[config.mk]
export PLATFORM = sky130hd
export DESIGN_NAME = display_bcd_multi_flat
export DESIGN_NICKNAME = d
export VERILOG_FILES = /design/src/rtl/display_bcd_multi_if.sv /design/src/rtl/display_bcd_multi.sv /design/src/flat_wrapper.sv
export SDC_FILE = /design/constraint.sdc
export NUM_CORES = 1
export LEC_CHECK = 0
export BUFFER_PORTS_ARGS = -buffer_cell sky130_fd_sc_hd__buf_2
export CAP_MARGIN = 5
export CORE_MARGIN = 2
export CORE_UTILIZATION = 60
export DETAILED_ROUTE_END_ITERATION = 8
export PLACE_DENSITY = 0.8
export SYNTH_ARGS = -nofsm -noshare
export SYNTH_HDL_FRONTEND = slang
export SYNTH_SLANG_ARGS = --single-unit
[constraint.sdc]
create_clock -name clock -period 9.9 [get_ports clock]
set_input_delay 1.98 -clock clock [delete_from_list [all_inputs] [get_ports clock]]
set_output_delay 1.98 -clock clock [all_outputs]
set_load 0.02 [all_outputs]
[src/rtl/display_bcd_multi_if.sv]
// Operand/request and seven-segment result bundle for display_bcd_multi.
// The master drives the request side; the slave (formatter) drives the result side.
interface display_bcd_multi_if #(
  parameter int WIDTH  = 32,
  parameter int DIGITS = 8
);
  logic                  start;
  logic [WIDTH-1:0]      entrada;
  logic                  modo_hex;
  logic                  com_sinal;
  logic                  apaga_zeros;
  logic [7*DIGITS-1:0]   saida;
  logic                  ocupado;
  logic                  valido;
  logic                  estouro;

  modport master (
    output start, entrada, modo_hex, com_sinal, apaga_zeros,
    input  saida, ocupado, valido, estouro
  );

  modport slave (
    input  start, entrada, modo_hex, com_sinal, apaga_zeros,
    output saida, ocupado, valido, estouro
  );
endinterface

[src/rtl/display_bcd_multi.sv]
// Multi-digit seven-segment formatter: binary-to-BCD by sequential double-dabble
// or hex pass-through, with sign, leading-zero blanking and overflow glyphs.
//
// state    | meaning
// OCIOSO   | idle, waiting for start
// CONVERTE | one shift-add-3 iteration per cycle, WIDTH cycles
// FORMATA  | one cycle: write saida/estouro, pulse valido
module display_bcd_multi #(
  parameter int WIDTH  = 32,
  parameter int DIGITS = 8
) (
  input  logic                clock,
  input  logic                resetn,
  display_bcd_multi_if.slave  bus
);

  localparam int BW = 4 * DIGITS;
  localparam int XW = (WIDTH > BW) ? WIDTH : BW;
  localparam int CW = $clog2(WIDTH + 1);

  localparam logic [6:0] GLYPH_BLANK = 7'b1111111;
  localparam logic [6:0] GLYPH_MINUS = 7'b1111110;
  localparam logic [6:0] GLYPH_E     = 7'b0110000;

  typedef enum logic [1:0] {OCIOSO, CONVERTE, FORMATA} state_t;

  state_t              state_q;
  logic [WIDTH-1:0]    mag_q;
  logic [WIDTH-1:0]    ent_q;
  logic [BW-1:0]       bcd_q;
  logic [CW-1:0]       cnt_q;
  logic                neg_q;
  logic                hex_q;
  logic                blank_q;
  logic                ovf_q;
  logic [7*DIGITS-1:0] saida_q;
  logic                ocupado_q;
  logic                valido_q;
  logic                estouro_q;

  logic                neg_d;
  logic [WIDTH-1:0]    mag_d;
  logic [BW-1:0]       bcd_d;
  logic [XW-1:0]       ent_ext;
  logic [3:0]          nib [DIGITS];
  logic [7*DIGITS-1:0] saida_d;
  logic                estouro_d;
  int                  msd;

  function automatic logic [6:0] glyph(input logic [3:0] n);
    case (n)
      4'h0: glyph = 7'b0000001;
      4'h1: glyph = 7'b1001111;
      4'h2: glyph = 7'b0010010;
      4'h3: glyph = 7'b0000110;
      4'h4: glyph = 7'b1001100;
      4'h5: glyph = 7'b0100100;
      4'h6: glyph = 7'b0100000;
      4'h7: glyph = 7'b0001111;
      4'h8: glyph = 7'b0000000;
      4'h9: glyph = 7'b0000100;
      4'hA: glyph = 7'b0001000;
      4'hB: glyph = 7'b1100000;
      4'hC: glyph = 7'b0110001;
      4'hD: glyph = 7'b1000010;
      4'hE: glyph = 7'b0110000;
      default: glyph = 7'b0111000;
    endcase
  endfunction

  assign neg_d   = bus.com_sinal & bus.entrada[WIDTH-1] & ~bus.modo_hex;
  assign mag_d   = neg_d ? (~bus.entrada + WIDTH'(1)) : bus.entrada;
  assign ent_ext = XW'(ent_q);

  // Add-3 correction applied before each shift of the double-dabble engine.
  always_comb begin
    bcd_d = bcd_q;
    for (int i = 0; i < DIGITS; i++) begin
      if (bcd_q[4*i +: 4] >= 4'd5) bcd_d[4*i +: 4] = bcd_q[4*i +: 4] + 4'd3;
    end
  end

  always_comb begin
    msd       = 0;
    estouro_d = 1'b0;
    saida_d   = '1;
    for (int i = 0; i < DIGITS; i++) begin
      nib[i] = hex_q ? ent_ext[4*i +: 4] : bcd_q[4*i +: 4];
    end
    for (int i = 0; i < DIGITS; i++) begin
      if (nib[i] != 4'd0) msd = i;
    end
    if (hex_q) begin
      for (int b = 0; b < WIDTH; b++) begin
        if (b >= BW) estouro_d = estouro_d | ent_q[b];
      end
    end else begin
      estouro_d = ovf_q | (neg_q & (nib[DIGITS-1] != 4'd0)) | (neg_q & (DIGITS == 1));
    end
    // Sign takes priority over blanking; overflow overrides everything.
    for (int i = 0; i < DIGITS; i++) begin
      if (estouro_d)
        saida_d[7*i +: 7] = GLYPH_E;
      else if (neg_q && blank_q && i == msd + 1)
        saida_d[7*i +: 7] = GLYPH_MINUS;
      else if (neg_q && !blank_q && i == DIGITS - 1)
        saida_d[7*i +: 7] = GLYPH_MINUS;
      else if (blank_q && i > msd)
        saida_d[7*i +: 7] = GLYPH_BLANK;
      else
        saida_d[7*i +: 7] = glyph(nib[i]);
    end
  end

  always_ff @(posedge clock or negedge resetn) begin
    if (!resetn) begin
      state_q   <= OCIOSO;
      mag_q     <= '0;
      ent_q     <= '0;
      bcd_q     <= '0;
      cnt_q     <= '0;
      neg_q     <= 1'b0;
      hex_q     <= 1'b0;
      blank_q   <= 1'b0;
      ovf_q     <= 1'b0;
      saida_q   <= '1;
      ocupado_q <= 1'b0;
      valido_q  <= 1'b0;
      estouro_q <= 1'b0;
    end else begin
      case (state_q)
        OCIOSO: begin
          valido_q <= 1'b0;
          if (bus.start) begin
            hex_q     <= bus.modo_hex;
            blank_q   <= bus.apaga_zeros;
            neg_q     <= neg_d;
            mag_q     <= mag_d;
            ent_q     <= bus.entrada;
            bcd_q     <= '0;
            ovf_q     <= 1'b0;
            cnt_q     <= CW'(WIDTH - 1);
            ocupado_q <= 1'b1;
            state_q   <= bus.modo_hex ? FORMATA : CONVERTE;
          end
        end
        CONVERTE: begin
          {bcd_q, mag_q} <= {bcd_d, mag_q} << 1;
          ovf_q          <= ovf_q | bcd_d[BW-1];
          if (cnt_q == '0) state_q <= FORMATA;
          else             cnt_q   <= cnt_q - CW'(1);
        end
        FORMATA: begin
          saida_q   <= saida_d;
          estouro_q <= estouro_d;
          valido_q  <= 1'b1;
          ocupado_q <= 1'b0;
          state_q   <= OCIOSO;
        end
        default: state_q <= OCIOSO;
      endcase
    end
  end

  assign bus.saida   = saida_q;
  assign bus.ocupado = ocupado_q;
  assign bus.valido  = valido_q;
  assign bus.estouro = estouro_q;

endmodule

[src/flat_wrapper.sv]
// flat-port wrapper written by rule: the top's interface ports become plain ports
module display_bcd_multi_flat 
#(
  parameter int WIDTH  = 32,
  parameter int DIGITS = 8
)
  (clock, resetn, bus_start, bus_entrada, bus_modo_hex, bus_com_sinal, bus_apaga_zeros, bus_saida, bus_ocupado, bus_valido, bus_estouro);
  display_bcd_multi_if #(.WIDTH(WIDTH), .DIGITS(DIGITS)) bus_i ();
  input  logic clock;
  input  logic resetn;
  input wire logic [$bits(bus_i.start)-1:0] bus_start;
  input wire logic [$bits(bus_i.entrada)-1:0] bus_entrada;
  input wire logic [$bits(bus_i.modo_hex)-1:0] bus_modo_hex;
  input wire logic [$bits(bus_i.com_sinal)-1:0] bus_com_sinal;
  input wire logic [$bits(bus_i.apaga_zeros)-1:0] bus_apaga_zeros;
  output wire logic [$bits(bus_i.saida)-1:0] bus_saida;
  output wire logic [$bits(bus_i.ocupado)-1:0] bus_ocupado;
  output wire logic [$bits(bus_i.valido)-1:0] bus_valido;
  output wire logic [$bits(bus_i.estouro)-1:0] bus_estouro;
  assign bus_i.start = bus_start;
  assign bus_i.entrada = bus_entrada;
  assign bus_i.modo_hex = bus_modo_hex;
  assign bus_i.com_sinal = bus_com_sinal;
  assign bus_i.apaga_zeros = bus_apaga_zeros;
  assign bus_saida = bus_i.saida;
  assign bus_ocupado = bus_i.ocupado;
  assign bus_valido = bus_i.valido;
  assign bus_estouro = bus_i.estouro;
  display_bcd_multi #(.WIDTH(WIDTH), .DIGITS(DIGITS)) u_core (.clock(clock), .resetn(resetn), .bus(bus_i));
endmodule
==> impl_metrics.ini <==
[outcome]
status = finished, final reports clean

[timing]
final_hold_viol_count = 0
rsz0062_at_grt = no
max_slew_margin = 0.243
maxSlewViolCount = 0
clock_skew_ns = 0.00689
tightest_slew_ns = 1.13
whs_ns = 0.460
setup_viol = 0
fin_crit_ns = 5.06
period_share = 0.511
fin_tns_setup_ns = 0
fmax_ghz = 0.198

[synthesis]
ys_seq_elements = 167
synthDistinctLibCells = 88
synth_edf_count = 0
postSynthCellCount = 1185
yosysSeqAreaShare = 0.386
async_flop_share = 1.00
postSynthAreaPerCell_um2 = 9.28
ys.flop_type = dfrtp_1
syn_nets = 1288
ys_warn_count = 0
synth_area_um2 = 11000

[routing]
vias_per_cell = 6.36
drtIter0Drc = 793
wl_per_cell_um = 18.6
routed-wl-met3_mm = 1.91
drt-met1-wl_mm = 12.8
dr_total_vias = 9440
post-route-drc-count = 0
finalWirelength_mm = 27.6
first_pass_iters = 6
routed.top_layer = met4
route.met2.wl_mm = 12.4
final_antenna_net_count = 0

[hold_path]
min_path_type = reg -> reg
min_delay_path_depth = 2
hold_path.startpoint = u_core.bus.saida[36]$_DFFE_PN1P_
min_to = u_core.bus.saida[36]$_DFFE_PN1P_

[setup_path]
worst-r2r-setup-slack_ns = 4.84
crit_path_end_kind = flop
crit_arrival_ns = 5.43
cp.required_ns = 10.27
start_kind = flop
r2r_start = u_core.hex_q$_DFFE_PN0P_
reg2regPathDepth = 13
crit_fanout = 60
crit_type = reg -> reg
rr_endpoint = u_core.bus.saida[0]$_DFFE_PN1P_

[placement]
io_buffers = 96
globalplace.congestion = 0.933
dpl.cell_count = 1453
dp_hpwl_mm = 19.2

[grt]
grt_pass1_wl_mm = 45.6
grt_max_degree = 100
grt_antenna_before_repair = 0
track_usage = 0.287
globalRouteOverflowTotal = 0
grt_pass1_vias = 8971

[power_and_ir_drop]
p_leak_nw = 5.35
peakVddDrop_mv = 0.222
powerDensity_nw_per_um2 = 329
total_power_mw = 4.00

[cells_and_area]
fin_util = 0.677
area_delta_synth_final_pct = 10.5
num_antenna_cells = 0
nets = 1346
drive_gt1_frac = 0.210
instances_no_fill = 1484

[job]
cap_violations = 0

[cts]
htree_levels = 4
clkTransAtPathRegs_ns = 0.07
cts.sinks = 167
ctsResizeCount = 0
cts_tree = done
holdBufCountCts = 0
cts_root_buffer = clkbuf_16
cts_buffers = 17
clock_latency_ns = 0.44
clock_path_buffers = 2
cts_setup_buffers = 0

[floorplanning]
core_um2 = 18000
die_w_um = 139
ios = 97
num_rows = 49
start_util = 0.612
die-area_um2 = 19400
die_y_um = 139
[how the worst max path moves through the flow]
stage,startpoint,endpoint,slack (ns),cells after the start
6_report,u_core.hex_q$_DFFE_PN0P_,u_core.bus.saida[0]$_DFFE_PN1P_,4.84,13
2_1_floorplan,u_core.hex_q$_DFFE_PN0P_,u_core.bus.saida[0]$_DFFE_PN1P_,5.88,17
3_3_place_gp,u_core.hex_q$_DFFE_PN0P_,u_core.bus.saida[0]$_DFFE_PN1P_,5.09,13
5_1_grt,u_core.hex_q$_DFFE_PN0P_,u_core.bus.saida[0]$_DFFE_PN1P_,4.44,13
4_1_cts,u_core.hex_q$_DFFE_PN0P_,u_core.bus.saida[0]$_DFFE_PN1P_,4.93,13
3_5_place_dp,u_core.hex_q$_DFFE_PN0P_,u_core.bus.saida[0]$_DFFE_PN1P_,4.94,13
[area by class of cell]
cell class | count | area (um^2)
inverter | 52 | 195
tap | 229 | 287
sequential | 167 | 4250
multi-input combinational | 901 | 6250
fill | 1446 | 5810
clock inverter | 10 | 143
clock buffer | 21 | 480
timing repair buffer | 104 | 547
[critical path, stage by stage, from the launching register on]
cell	delay, ns
dfrtp_4	1.10
inv_2	0.25
a21boi_0	0.68
ha_1	0.33
nor4bb_1	0.44
or2_2	0.22
o221a_2	0.33
nor2_1	0.08
o21ai_0	0.16
ha_1	0.26
nand3b_1	0.25
nor2_1	0.27
nand4_2	0.26
a32o_1	0.33
[cells by family after synthesis]
family	after synthesis	share of synthesized area
flops	167	0.386
compound gates	358	0.217
mux	61	0.0736
simple gates	369	0.163
buf+inv	117	0.0486
xor+xnor	48	0.0382
fa+ha+maj	65	0.0739
[cell usage after synthesis (6+ instances only)]
cell type	number	share of area
nor4_1	7	0.0040
nand3_1	22	0.010
mux2i_4	7	0.014
a31oi_1	25	0.014
o22ai_1	17	0.0097
nor3_1	26	0.012
o211ai_1	7	0.0048
mux2i_1	25	0.023
o32ai_1	7	0.0056
a41oi_1	6	0.0048
o31ai_1	14	0.0096
a211oi_1	8	0.0055
a32o_1	12	0.011
buf_6	6	0.0061
ha_1	65	0.074
xnor2_1	29	0.023
clkbuf_1	44	0.015
dfstp_2	56	0.13
dfrtp_1	111	0.25
xor2_1	19	0.015
a22o_1	7	0.0056
mux2_2	14	0.014
o21ai_1	9	0.0041
mux2i_2	9	0.011
nand2b_1	14	0.0080
nor2_1	70	0.024
inv_1	51	0.017
a22oi_1	33	0.023
o21ai_0	86	0.039
a21oi_1	79	0.036
nand2_1	173	0.059
buf_2	6	0.0027
[cells in the final DEF (no fill, tap or decap), drive strengths merged, types with 12 or more instances in the layout]
cell,Yosys,final
ha,65,65
nand2b,14,14
o31ai,14,14
inv,52,53
a31oi,25,25
nand2,173,173
nand3,22,22
a22oi,33,33
mux2i,41,41
clkbuf,44,21
dfstp,56,56
mux2,16,16
a32o,12,12
nor3,27,27
o21ai,96,96
a21oi,79,79
nor2,72,72
xor2,19,19
o22ai,19,19
dfrtp,111,111
buf,21,104
xnor2,29,29
[layer usage]
layer | vias up | track usage
met5 | - | 0
met4 | 0 | 0.0835
met3 | 33 | 0.0482
met2 | 348 | 0.442
met1 | 4638 | 0.421
li1 | 4421 | -
[metrics by stage]
step | worst slack (ns) | cell area [um^2]
after floorplan | 5.88 | 11000
after global placement | 5.09 | 11500
after detailed placement | 4.94 | 11500
after CTS | 4.93 | 12200
after global routing | 4.44 | 12200
final | 4.84 | 12200
[report_power, final]
group / internal [mW] / switching [mW]
sequential: 1.01 / 0.270
clock: 0.423 / 0.287
combinational: 0.779 / 1.23
[registers in the layout, summed over array words and instances (netlist names), 2 cells and up]
| register | cells |
|---|---|
| u_core.ent_ext | 32 |
| u_core.mag_q | 32 |
| u_core.cnt_q | 6 |
| u_core.state_q | 2 |
| u_core.bcd_q | 32 |
| u_core.bus.saida | 56 |
(Power assumes the default switching activity.)
